**config.mk**
```make
export PLATFORM = sky130hd
export DESIGN_NAME = jtag_tap_multi_flat
export DESIGN_NICKNAME = d
export VERILOG_FILES = /design/src/rtl/jtag_tap_multi_if.sv /design/src/rtl/jtag_tap_multi.sv /design/src/flat_wrapper.sv
export SDC_FILE = /design/constraint.sdc
export NUM_CORES = 1
export LEC_CHECK = 0
export BUFFER_PORTS_ARGS = -buffer_cell sky130_fd_sc_hd__buf_2
export CORE_ASPECT_RATIO = 0.75
export CORE_MARGIN = 1
export CORE_UTILIZATION = 40
export CTS_BUF_LIST = sky130_fd_sc_hd__clkbuf_16
export DETAILED_ROUTE_END_ITERATION = 10
export HOLD_SLACK_MARGIN = 0.12
export PLACE_DENSITY = 0.77
export SYNTH_ARGS = -nofsm -noshare
export SYNTH_HDL_FRONTEND = slang
export SYNTH_SLANG_ARGS = --single-unit
```
**constraint.sdc**
```tcl
create_clock -name tck -period 3.5 [get_ports tck]
set_input_delay 0.35 -clock tck [delete_from_list [all_inputs] [get_ports tck]]
set_output_delay 0.35 -clock tck [all_outputs]
set_load 0.02 [all_outputs]
```
**src/rtl/jtag_tap_multi_if.sv**
```systemverilog
// Pin-side and user-side signals of the multi-channel JTAG TAP; tck/trst stay plain ports.
interface jtag_tap_multi_if #(
   parameter int NUM_USER = 4,
   parameter int USER_LEN = 32
);
   logic                         tms;
   logic                         tdi;
   logic                         tdo;
   logic                         tdo_oe;
   logic [NUM_USER*USER_LEN-1:0] user_data_in;
   logic [NUM_USER*USER_LEN-1:0] user_data_out;
   logic [NUM_USER-1:0]          user_capture;
   logic [NUM_USER-1:0]          user_update;

   modport master (
      output tms, tdi, user_data_in,
      input  tdo, tdo_oe, user_data_out, user_capture, user_update
   );
   modport slave (
      input  tms, tdi, user_data_in,
      output tdo, tdo_oe, user_data_out, user_capture, user_update
   );
endinterface

```
**src/rtl/jtag_tap_multi.sv**
```systemverilog
// IEEE 1149.1 TAP: 16-state controller, shadowed IR, IDCODE/BYPASS and NUM_USER user DR channels.
module jtag_tap_multi #(
   parameter int                IR_LEN       = 4,
   parameter logic [3:0]        ID_PARTVER   = 4'h0,
   parameter logic [15:0]       ID_PARTNUM   = 16'h0,
   parameter logic [10:0]       ID_MANF      = 11'h0,
   parameter int                NUM_USER     = 4,
   parameter int                USER_LEN     = 32,
   parameter logic [IR_LEN-1:0] USER_BASE_OP = {1'b1, {(IR_LEN-1){1'b0}}}
) (
   input  logic             tck,
   input  logic             trst,
   jtag_tap_multi_if.slave  jif
);
   localparam logic [IR_LEN-1:0] IDCODE_OP = {{(IR_LEN-1){1'b1}}, 1'b0};
   localparam int DR_W  = (USER_LEN > 32) ? USER_LEN : 32;
   localparam int IDX_W = $clog2(DR_W);

   typedef enum logic [3:0] {
      TLR, RTI, SELDR, CAPDR, SHDR, EX1DR, PADR, EX2DR, UPDR,
      SELIR, CAPIR, SHIR, EX1IR, PAIR, EX2IR, UPIR
   } state_t;

   state_t                             state, state_nx;
   logic [IR_LEN-1:0]                  ir, ir_sr;
   logic [DR_W-1:0]                    dr_sr, dr_shift, cap_val;
   logic [IDX_W-1:0]                   dr_msb;
   logic [NUM_USER-1:0]                sel, upd;
   logic [NUM_USER-1:0][USER_LEN-1:0]  uout;
   logic                               tdo_q, oe_q;

   always_ff @(posedge tck or negedge trst) begin
      if (!trst) state <= TLR;
      else       state <= state_nx;
   end

   always_comb begin
      state_nx = state;
      case (state)
         TLR:   state_nx = jif.tms ? TLR   : RTI;
         RTI:   state_nx = jif.tms ? SELDR : RTI;
         SELDR: state_nx = jif.tms ? SELIR : CAPDR;
         CAPDR: state_nx = jif.tms ? EX1DR : SHDR;
         SHDR:  state_nx = jif.tms ? EX1DR : SHDR;
         EX1DR: state_nx = jif.tms ? UPDR  : PADR;
         PADR:  state_nx = jif.tms ? EX2DR : PADR;
         EX2DR: state_nx = jif.tms ? UPDR  : SHDR;
         UPDR:  state_nx = jif.tms ? SELDR : RTI;
         SELIR: state_nx = jif.tms ? TLR   : CAPIR;
         CAPIR: state_nx = jif.tms ? EX1IR : SHIR;
         SHIR:  state_nx = jif.tms ? EX1IR : SHIR;
         EX1IR: state_nx = jif.tms ? UPIR  : PAIR;
         PAIR:  state_nx = jif.tms ? EX2IR : PAIR;
         EX2IR: state_nx = jif.tms ? UPIR  : SHIR;
         UPIR:  state_nx = jif.tms ? SELDR : RTI;
         default: state_nx = TLR;
      endcase
   end

   // Channel opcodes sit below IDCODE_OP, so at most one select bit is ever set.
   for (genvar k = 0; k < NUM_USER; k++) begin : g_sel
      assign sel[k] = (ir == IR_LEN'(USER_BASE_OP + k));
   end

   always_comb begin
      cap_val = '0;
      dr_msb  = '0;
      if (ir == IDCODE_OP) begin
         cap_val = DR_W'({ID_PARTVER, ID_PARTNUM, ID_MANF, 1'b1});
         dr_msb  = IDX_W'(31);
      end else if (|sel) begin
         dr_msb = IDX_W'(USER_LEN-1);
         for (int k = 0; k < NUM_USER; k++)
            if (sel[k]) cap_val = DR_W'(jif.user_data_in[k*USER_LEN +: USER_LEN]);
      end
      // One shared register; tdi lands at the top of whichever length is selected.
      dr_shift         = dr_sr >> 1;
      dr_shift[dr_msb] = jif.tdi;
   end

   always_ff @(posedge tck or negedge trst) begin
      if (!trst) begin
         ir_sr <= '0;
         ir    <= IDCODE_OP;
      end else begin
         if (state == CAPIR)     ir_sr <= IR_LEN'(1);
         else if (state == SHIR) ir_sr <= {jif.tdi, ir_sr[IR_LEN-1:1]};
         if (state == TLR)       ir <= IDCODE_OP;
         else if (state == UPIR) ir <= ir_sr;
      end
   end

   always_ff @(posedge tck or negedge trst) begin
      if (!trst)              dr_sr <= '0;
      else if (state == CAPDR) dr_sr <= cap_val;
      else if (state == SHDR)  dr_sr <= dr_shift;
   end

   always_ff @(posedge tck or negedge trst) begin
      if (!trst) begin
         uout <= '0;
         upd  <= '0;
      end else begin
         upd <= (state == UPDR) ? sel : '0;
         for (int k = 0; k < NUM_USER; k++)
            if (state == UPDR && sel[k]) uout[k] <= dr_sr[USER_LEN-1:0];
      end
   end

   always_ff @(negedge tck or negedge trst) begin
      if (!trst) begin
         tdo_q <= 1'b0;
         oe_q  <= 1'b0;
      end else begin
         oe_q  <= (state == SHIR) || (state == SHDR);
         tdo_q <= (state == SHIR) ? ir_sr[0] :
                  (state == SHDR) ? dr_sr[0] : 1'b0;
      end
   end

   assign jif.tdo           = tdo_q;
   assign jif.tdo_oe        = oe_q;
   assign jif.user_capture  = (state == CAPDR) ? sel : '0;
   assign jif.user_update   = upd;
   assign jif.user_data_out = uout;
endmodule
```
**src/flat_wrapper.sv**
```systemverilog
// flat-port wrapper written by rule: the top's interface ports become plain ports
module jtag_tap_multi_flat 
#(
   parameter int                IR_LEN       = 4,
   parameter logic [3:0]        ID_PARTVER   = 4'h0,
   parameter logic [15:0]       ID_PARTNUM   = 16'h0,
   parameter logic [10:0]       ID_MANF      = 11'h0,
   parameter int                NUM_USER     = 4,
   parameter int                USER_LEN     = 32,
   parameter logic [IR_LEN-1:0] USER_BASE_OP = {1'b1, {(IR_LEN-1){1'b0}}}
)
  (tck, trst, jif_tms, jif_tdi, jif_user_data_in, jif_tdo, jif_tdo_oe, jif_user_data_out, jif_user_capture, jif_user_update);
  jtag_tap_multi_if #(.NUM_USER(NUM_USER), .USER_LEN(USER_LEN)) jif_i ();
  input  logic tck;
  input  logic trst;
  input wire logic [$bits(jif_i.tms)-1:0] jif_tms;
  input wire logic [$bits(jif_i.tdi)-1:0] jif_tdi;
  input wire logic [$bits(jif_i.user_data_in)-1:0] jif_user_data_in;
  output wire logic [$bits(jif_i.tdo)-1:0] jif_tdo;
  output wire logic [$bits(jif_i.tdo_oe)-1:0] jif_tdo_oe;
  output wire logic [$bits(jif_i.user_data_out)-1:0] jif_user_data_out;
  output wire logic [$bits(jif_i.user_capture)-1:0] jif_user_capture;
  output wire logic [$bits(jif_i.user_update)-1:0] jif_user_update;
  assign jif_i.tms = jif_tms;
  assign jif_i.tdi = jif_tdi;
  assign jif_i.user_data_in = jif_user_data_in;
  assign jif_tdo = jif_i.tdo;
  assign jif_tdo_oe = jif_i.tdo_oe;
  assign jif_user_data_out = jif_i.user_data_out;
  assign jif_user_capture = jif_i.user_capture;
  assign jif_user_update = jif_i.user_update;
  jtag_tap_multi #(.IR_LEN(IR_LEN), .ID_PARTVER(ID_PARTVER), .ID_PARTNUM(ID_PARTNUM), .ID_MANF(ID_MANF), .NUM_USER(NUM_USER), .USER_LEN(USER_LEN), .USER_BASE_OP(USER_BASE_OP)) u_core (.tck(tck), .trst(trst), .jif(jif_i));
endmodule
```
==> results of run 1 <==
report_power, final:
part           switching (mW)  total (mW)  internal (mW)  leakage, nW
sequential              0.505        3.02           2.52         2.35
clock                   0.831        1.89           1.06        0.278
combinational            1.22        2.06          0.842         2.77
through the flow:
| step | hold slack [ps] | power [mW] | util (%) | instances |
|---|---|---|---|---|
| 2_1_floorplan | 54.41 | 4.335 | - | 671 |
| 3_3_place_gp | 288.8 | 5.015 | 49.20 | 1160 |
| 3_5_place_dp | 289.3 | 5.116 | 49.20 | 1160 |
| 4_1_cts | 208.5 | 7.035 | 52.23 | 1192 |
| 5_1_grt | 245.3 | 7.383 | 52.23 | 1192 |
| 6_report | 229.3 | 6.980 | 52.23 | 1192 |
cell families after synthesis:
group,Yosys count
muxes,162
AOI/OAI and AO/OA,128
buffers and inverters,61
and+or+nand+nor,142
DFF,178
sequential cells by signal, summed over array words and instances, names as in the netlist:
| name | count |
|---|---|
| u_core.dr_sr | 32 |
| u_core.ir | 4 |
| u_core.ir_sr | 4 |
| u_core.jif.tdo | 1 |
| u_core.jif.tdo_oe | 1 |
| u_core.jif.user_data_out | 128 |
| u_core.jif.user_update | 4 |
| u_core.state | 4 |
critical path, cell delays in order (launching register included):
cell     delay [ps]
dfrtp_1         560
or4b_2          660
o21ai_0         110
timing repair:
| action | 4_1_cts | 5_1_grt |
|---|---|---|
| setup endpoints to repair | 0 | 0 |
| endpoints found under the hold margin | 36 | 0 |
| buffers inserted | 0 | 0 |
| gates resized for setup | 0 | 0 |
| hold buffers | 1 | 0 |
Yosys cell counts:
| cell | count |
|---|---|
| a211oi_1 | 1 |
| a21bo_2 | 1 |
| a21oi_1 | 40 |
| a221o_1 | 1 |
| a221oi_1 | 1 |
| a22oi_1 | 4 |
| buf_1 | 3 |
| buf_2 | 21 |
| buf_6 | 4 |
| clkbuf_1 | 22 |
| dfrtn_1 | 2 |
| dfrtp_1 | 173 |
| dfstp_2 | 3 |
| inv_1 | 11 |
| mux2_2 | 159 |
| mux2i_1 | 2 |
| mux4_2 | 1 |
| nand2_1 | 21 |
| nand2b_1 | 4 |
| nand3_1 | 3 |
| nand3b_1 | 2 |
| nand4b_1 | 1 |
| nand4bb_1 | 1 |
| nor2_1 | 68 |
| nor2b_1 | 2 |
| nor3_1 | 2 |
| nor3_2 | 1 |
| nor3b_1 | 3 |
| o21a_1 | 1 |
| o21ai_0 | 43 |
| o22ai_1 | 31 |
| o2bb2ai_1 | 1 |
| o32a_1 | 1 |
| o32ai_1 | 2 |
| o41ai_1 | 1 |
| or3_1 | 32 |
| or3b_1 | 1 |
| or4b_2 | 1 |
how the worst max path moves through the flow:
stage                     from                 to  slack [ps]
2_1_floorplan  u_core.state[3]  u_core.jif.tdo_oe         230
3_3_place_gp   u_core.state[2]  u_core.jif.tdo_oe         520
3_5_place_dp   u_core.state[2]  u_core.jif.tdo_oe         480
4_1_cts         u_core.jif.tdo            jif_tdo         430
5_1_grt        u_core.state[2]     u_core.jif.tdo         380
6_report       u_core.state[2]  u_core.jif.tdo_oe         420
layer usage:
layer / track usage [%] / vias to the layer above / share of wire (%)
met3: 5.195 / 15 / 7.2
met4: 4.911 / 0 / 0.67
li1: - / 2900 / -
met1: 28.46 / 3222 / 43
met5: 0 / - / 0
met2: 36.92 / 241 / 49
area by class of cell:
| cell class | count | area, µm² |
|---|---|---|
| tap | 253 | 316.6 |
| multi-input combinational | 432 | 3264 |
| inverter | 11 | 41.29 |
| timing repair buffer | 287 | 1490 |
| clock buffer | 17 | 425.4 |
| sequential | 178 | 4459 |
| clock inverter | 14 | 153.9 |
| fill | 1727 | 9283 |
==> reports/metrics.cfg, run 1 <==
[layout]
mostFrequentLayoutCells=buf_2, dfrtp_1, mux2_2
layout-drive-gt1-share_pct=51.97
nets=1059
stdcell_area_um2=10150
num_antenna_cells=0
final_common_cell=buf_2
areaGrowthSynthToFinish_pct=27.08

[grt]
overflow=0
grt.total_usage_pct=21.95
grt_max_degree=81
grt_pass1_wl_mm=34.06
first_global_vias=6206
grt_antenna_before_repair=0

[yosys]
syn_nets=803
yosysTopAreaCell=dfrtp_1
synth_adder_area_share_pct=0
synth_cells=671
ys_ff_latch=178
synth.area.top_cells=dfrtp_1, mux2_2, nor2_1
synth_compound_area_share_pct=9.117
yosys_warnings=0
yosysSeqAreaShare_pct=55.81
synth-simple-area-share_pct=8.553
synth_top_area_share_pct=54.20
synth_top_family_by_area=multiplexers
avgSynthCellArea_um2=11.90
synth-xor-area-share_pct=0
muxShareOfSynthArea_pct=22.95
syn_area_um2=7988
synth.distinct_cells=38

[floorplan]
die_w_um=165.2
ioPinCount=270
rows=44
initial_utilization_pct=41.10
dieArea_um2=20540
placeableCoreArea_um2=19430
die_h_um=124.4

[hold_path]
hold_path.startpoint=jif_tdi
hold_path.class=in -> reg
hold_path_end=u_core.ir_sr[3]
hold_path_depth=3

[place]
dpl-instance-area_um2=9562
hpwl_mm=14.91
gp_congestion=0.8225
io_buffers=269
dpl_worst_slack_ps=484.4

[worst_setup_path]
r2r_start=u_core.state[2]
endpoint_kind=flop
path_max_fanout=12
required_ps=2160
r2r_slack_ps=420
startpoint_type=flop
arrival_ps=1740
r2r_cells=2
reg2reg_to=u_core.jif.tdo_oe
path_class=reg -> reg

[sta]
setup_violations=0
setup-tns-final_ps=0
clock_skew_ps=23.98
final-hold-violation-count=0
slew_viol_final=0
rsz0062_at_grt=no
tightestPinTransition_ps=1041
slew_headroom_pct=30.35
postLayoutSetupSlackWorst_ps=417.6

[drt]
totalWireLength_mm=22.09
viasPerCell=5.351
first_pass_iters=5
vias=6378
route.detailed.drc=0
antenna_left=0
drtIter0Drc=494
drt-wirelength-per-cell_um=18.53

[cts]
root_buffer=clkbuf_16
cts.path.max_buffers=2
worstSkewPairLatency_ps=420
cts_tree=done
clock_sinks=178
cts.htree.levels=4
numCtsBuffers=17
clk_pin_slew_worst_paths_ps=70

[power_and_ir_drop]
ir_drop_mv=0.2762
power_density_nw_per_um2=687.6
power.leakage_nw=5.404

[flow_run]
max_cap_viol_count=0

[run_status]
status=completed

No activity file was read; power rests on OpenSTA's default activity.
==> run 2: changes to the inputs <==
--- a/config.mk
+++ b/config.mk
@@ -13,6 +13,7 @@
 export DETAILED_ROUTE_END_ITERATION = 10
 export HOLD_SLACK_MARGIN = 0.12
 export PLACE_DENSITY = 0.77
+export SETUP_SLACK_MARGIN = 0.5
 export SYNTH_ARGS = -nofsm -noshare
 export SYNTH_HDL_FRONTEND = slang
 export SYNTH_SLANG_ARGS = --single-unit
==> constraint.sdc (replaced) <==
create_clock -name tck -period 3.7 [get_ports tck]
set_input_delay 0.37 -clock tck [delete_from_list [all_inputs] [get_ports tck]]
set_output_delay 0.37 -clock tck [all_outputs]
set_load 0.02 [all_outputs]
==> run 2 against run 1 <==
  * Hold slack better by 21 ps
  * Flip-flop and latch count is the same
  * Count of clock-buffer cells in the layout is the same
  * Sequential power decreased by 4%
  * Combinational power shrank 8%
  * Via count is 0.50% lower
  * First-iteration DRC count is 28% lower
  * Routed wire length grew 2.7%
  * Critical path type is now reg -> out
  * Global-route usage up 0.47 points
==> reports/metrics.cfg, run 2 (synthesis results as in run 1) <==
[run_status]
status=completed

[place]
gp_congestion=0.8375  ; +1.8%
io_buffers=269  ; unchanged
placed_cells=1154  ; -0.52%
hpwl_mm=15.11  ; +1.4%

[sta]
final-hold-violation-count=0  ; unchanged
setup_violations=0  ; unchanged
slew_headroom_pct=32.26  ; +1.9 points
clock_skew_ps=25.58  ; +1.606 ps
rsz0062_at_grt=yes
setup-tns-final_ps=0  ; unchanged
slew_viol_final=0  ; unchanged
tightestPinTransition_ps=1012  ; -28.66 ps

[layout]
layout-drive-gt1-share_pct=51.88  ; -0.095 points
areaGrowthSynthToFinish_pct=26.97  ; about the same
nets=1053  ; -0.57%
largest_reg_flops=128  ; unchanged
final_common_cell=buf_2
num_antenna_cells=0  ; unchanged
mostFrequentLayoutCells=buf_2, dfrtp_1, mux2_2
stdcell_count=1186  ; -0.50%

[cts]
cts.htree.levels=4  ; unchanged
cts_setup_buffers=0  ; unchanged
cts.path.max_buffers=2  ; unchanged
cts_tree=done
clock_sinks=178  ; unchanged
worstSkewPairLatency_ps=430  ; about the same
clk_pin_slew_worst_paths_ps=70  ; about the same
root_buffer=clkbuf_16
numCtsBuffers=17  ; unchanged

[worst_setup_path]
path_max_fanout=1  ; -11
max_stage_delay_ps=440  ; -220 ps
cp_top_family=flip-flops
path_buf_inv=1  ; +1
endpoint_kind=output port
arrival_ps=2820  ; +1080 ps
startpoint_type=flop
path_class=reg -> out
crit_chain=buf_6
slowest_stage=dfrtn_1
required_ps=3330  ; +1170 ps

[floorplan]
die_w_um=165.2  ; unchanged
dieArea_um2=20540  ; unchanged
die_h_um=124.4  ; unchanged
placeableCoreArea_um2=19430  ; unchanged
rows=44  ; unchanged
initial_utilization_pct=41.10  ; unchanged
ioPinCount=270  ; unchanged

[drt]
route.detailed.drc=0  ; unchanged
drtIter0Drc=355  ; -28%
drt-wirelength-per-cell_um=19.12  ; +3.2%
first_pass_iters=4  ; -1
vias=6346  ; -0.50%
viasPerCell=5.351  ; about the same
antenna_left=0  ; unchanged
totalWireLength_mm=22.68  ; +2.7%

[power_and_ir_drop]
power_density_nw_per_um2=657.9  ; -4.3%
ir_drop_mv=0.2925  ; +5.9%
power.leakage_nw=5.382  ; -0.39%

[hold_path]
hold_path.class=in -> reg

[grt]
grt_max_degree=82  ; +1.2%
grt_pass1_wl_mm=34.88  ; +2.4%
grt_antenna_before_repair=0  ; unchanged
overflow=0  ; unchanged
grt.total_usage_pct=22.42  ; +0.47 points
first_global_vias=6306  ; +1.6%

[flow_run]
max_cap_viol_count=0  ; unchanged

run 2: path summary, 6_finish.rpt:
| kind | from | endpoint | slack (ps) | cells after the start |
|---|---|---|---|---|
| min | jif_tdi | u_core.ir_sr[3] | 250 | 3 |
| max | u_core.jif.tdo | jif_tdo | 510 | 1 |
| min in group asynchronous | trst | u_core.jif.user_data_out[16] | 380 | 2 |
| min reg2reg | u_core.jif.user_data_out[45] | u_core.jif.user_data_out[45] | 500 | 1 |
| max in group asynchronous | trst | u_core.jif.tdo_oe | 1290 | 2 |
| max reg2reg | u_core.state[2] | u_core.jif.tdo | 600 | 3 |
run 2: cell type report:
class	count	area (µm²)
clock inverter	14	175.2
tap	253	316.6
clock buffer	17	425.4
inverter	11	41.29
multi-input combinational	432	3268
sequential	178	4462
fill	1711	9291
timing repair buffer	281	1454
run 2: per-stage QoR:
step	power, mW	instance area [µm²]	utilization [%]	hold slack [ps]	setup slack [ps]
after floorplan	4.116	8008	-	74.41	520.4
after global placement	4.744	9520	48.99	264.0	602.8
after detailed placement	4.823	9520	48.99	271.8	507.2
after CTS	6.709	10140	52.17	233.4	498.6
after global routing	7.039	10140	52.19	242.4	480.6
final	6.673	10140	52.19	250.0	510.2
run 2: power breakdown:
part	switching [mW]	internal, mW	total [mW]
Combinational	1.10	0.788	1.89
Clock	0.802	1.07	1.87
Sequential	0.524	2.38	2.91
run 2: layer usage:
metal  track usage (%)  wire (µm)
met4             5.720        284
met5                 0          0
met3             4.895       1447
met1             29.28      10000
met2             37.41      10950
run 2: repair_timing:
item | CTS | global route
hold buffers | 1 | 0
pin swaps | 0 | 0
endpoints found under the setup margin | 2 | 3
endpoints found under the hold margin | 27 | 0
resized for setup | 3 | 2
==> run 3: changes to the inputs <==
--- a/config.mk
+++ b/config.mk
@@ -11,6 +11,7 @@
 export CORE_UTILIZATION = 40
 export CTS_BUF_LIST = sky130_fd_sc_hd__clkbuf_16
 export DETAILED_ROUTE_END_ITERATION = 10
+export GPL_TIMING_DRIVEN = 0
 export HOLD_SLACK_MARGIN = 0.12
 export PLACE_DENSITY = 0.77
 export SETUP_SLACK_MARGIN = 0.5
==> run 3 against run 2 <==
  * Critical path depth up 3
  * Die area unchanged
  * Routed wire length up 8.5%
  * Flip-flop and latch count unchanged
  * Setup slack better by 8.4 ps
  * Highest routed layer unchanged
==> reports/metrics.cfg, run 3 (synthesis results as in run 1) <==
[run_status]
status=completed

[drt]
drt-wirelength-per-cell_um=19.98  ; +4.5%
route.detailed.drc=0  ; unchanged
totalWireLength_mm=24.60  ; +8.5%
drtIter0Drc=522  ; +47%
first_pass_iters=5  ; +1
vias=6560  ; +3.4%
antenna_left=0  ; unchanged
viasPerCell=5.329  ; -0.41%

[cts]
clk_pin_slew_worst_paths_ps=60  ; about the same
cts_tree=done
worstSkewPairLatency_ps=420  ; about the same
numCtsBuffers=17  ; unchanged
cts.path.max_buffers=2  ; unchanged
cts.htree.levels=4  ; unchanged
clock_sinks=178  ; unchanged
root_buffer=clkbuf_16

[sta]
slew_viol_final=0  ; unchanged
tightestPinTransition_ps=883.3  ; -129.2 ps
clock_skew_ps=30.21  ; +4.630 ps
slew_headroom_pct=41.11  ; +8.9 points
final-hold-violation-count=0  ; unchanged
setup_violations=0  ; unchanged
rsz0062_at_grt=yes

[place]
gp_congestion=0.8093  ; -3.4%
dpl-instance-area_um2=9703  ; +1.9%
io_buffers=268  ; -0.37%
hpwl_mm=17.90  ; +18%

[worst_setup_path]
crit_start=u_core.state[2]
r2r_slack_ps=520  ; -80 ps
path_class=reg -> reg
endpoint_kind=flop
path_max_fanout=10  ; +9
r2r_cells=4  ; +1
required_ps=2230  ; -1100 ps
r2r_start=u_core.state[2]
arrival_ps=1710  ; -1110 ps
startpoint_type=flop
reg2reg_to=u_core.jif.tdo

[grt]
grt_pass1_wl_mm=37.45  ; +7.4%
grt.total_usage_pct=24.61  ; +2.2 points
overflow=0  ; unchanged
first_global_vias=6500  ; +3.1%
grt_max_degree=127  ; +55%
grt_antenna_before_repair=1  ; +1

[layout]
fillers=1702  ; -0.53%
seq_area_um2=4459  ; about the same
final_common_cell=buf_2
final_core_util_pct=53.53  ; +1.3 points
largest_reg_flops=128  ; unchanged
stdcell_area_um2=10400  ; +2.6%
layout-drive-gt1-share_pct=51.43  ; -0.44 points
multiInputGateArea_um2=3281  ; +0.38%
areaGrowthSynthToFinish_pct=30.25
nets=1096  ; +4.1%
mostFrequentLayoutCells=buf_2, dfrtp_1, mux2_2

[floorplan]
rows=44  ; unchanged
ioPinCount=270  ; unchanged
die_w_um=165.2  ; unchanged
placeableCoreArea_um2=19430  ; unchanged
die_h_um=124.4  ; unchanged
dieArea_um2=20540  ; unchanged
initial_utilization_pct=41.10  ; unchanged

[power_and_ir_drop]
combPwrFrac_pct=32.4  ; +4.1 points
p_total_mw=6.816  ; +2.1%
switching_power_mw=2.531  ; +4.2%
ir_drop_mv=0.2658  ; -9.1%
p_seq_share_pct=41.4  ; -2.2 points
clkPwrFrac_pct=26.2  ; -1.9 points
switching_share_pct=37.14  ; +0.72 points
power_density_nw_per_um2=655.2  ; -0.42%
power.leakage_nw=5.529  ; +2.7%
p_int_mw=4.285  ; +0.99%

[hold_path]
hold_path.startpoint=jif_tdi
hold_path_end=u_core.ir_sr[3]
hold_path_depth=3  ; unchanged
hold_path.class=in -> reg

[flow_run]
max_cap_viol_count=0  ; unchanged

==> run 3: cell count changes in the layout (fill, tap and decap cells not counted), moves of 3 or more <==
cell,delta
buf_6,+4
buf_2,+21
clkbuf_2,+3
clkbuf_1,+17
buf_4,-9
nand2_1,+3
nand2_2,-3
==> run 3: power groups by stage <==
| stage | clock (mW) | combinational [mW] | sequential (mW) |
|---|---|---|---|
| after floorplan | 0 | 1.18 | 2.94 |
| after global placement | 0 | 2.05 | 2.83 |
| after detailed placement | 0 | 2.12 | 2.85 |
| after CTS | 1.82 | 2.18 | 2.82 |
| after global routing | 1.91 | 2.41 | 2.89 |
| final | 1.78 | 2.21 | 2.83 |
==> run 3: timing repair <==
item                                    CTS  global route
resized for setup                        10             8
pin swaps                                 0             1
setup buffers                             3             0
endpoints found under the setup margin    2             4
endpoints found under the hold margin    51             0
hold buffers                              2             0
==> run 3: cell type report <==
type / instances / share of cell area (%)
Buffer: 50 / 2.694
Clock inverter: 14 / 1.443
Antenna cell: 2 / 0.04811
Sequential cell: 178 / 42.86
Inverter: 11 / 0.3969
Multi-Input combinational cell: 432 / 31.53
Clock buffer: 17 / 4.089
Timing Repair Buffer: 274 / 13.89
Tap cell: 253 / 3.043
==> run 3: stage by stage <==
stage / cells / setup TNS [ps] / hold WS (ps) / worst slack (ps)
finish: 1231 / 0 / 268.4 / 518.6
global route: 1230 / 0 / 267.8 / 448.9
CTS: 1229 / 0 / 243.5 / 489.3
detailed placement: 1193 / 0 / 315.1 / 364.4
global placement: 1192 / -95610 / 482.4 / -2225
floorplan: 671 / 0 / 74.41 / 520.4
==> run 3: worst max path at each step <==
stage / to / slack, ps / depth (start not counted)
3_5_place_dp: u_core.jif.tdo_oe / 360 / 5
2_1_floorplan: u_core.jif.tdo_oe / 520 / 5
3_3_place_gp: u_core.jif.tdo_oe / -2230 / 1
6_report: u_core.jif.tdo / 520 / 4
4_1_cts: u_core.jif.tdo_oe / 490 / 5
5_1_grt: u_core.jif.tdo / 450 / 4
==> run 3: critical path, stage by stage, from the launching register on <==
cell	delay (ps)
dfrtp_1	390
buf_2	190
nand2b_2	240
or3_1	410
o41ai_4	70
==> run 3: metal layers <==
metal  GRT usage, %  part of all wire, %
met3          5.128                  6.4
met4          6.314                  1.5
met2          39.60                   48
met5              0                    0
met1          33.61                   45
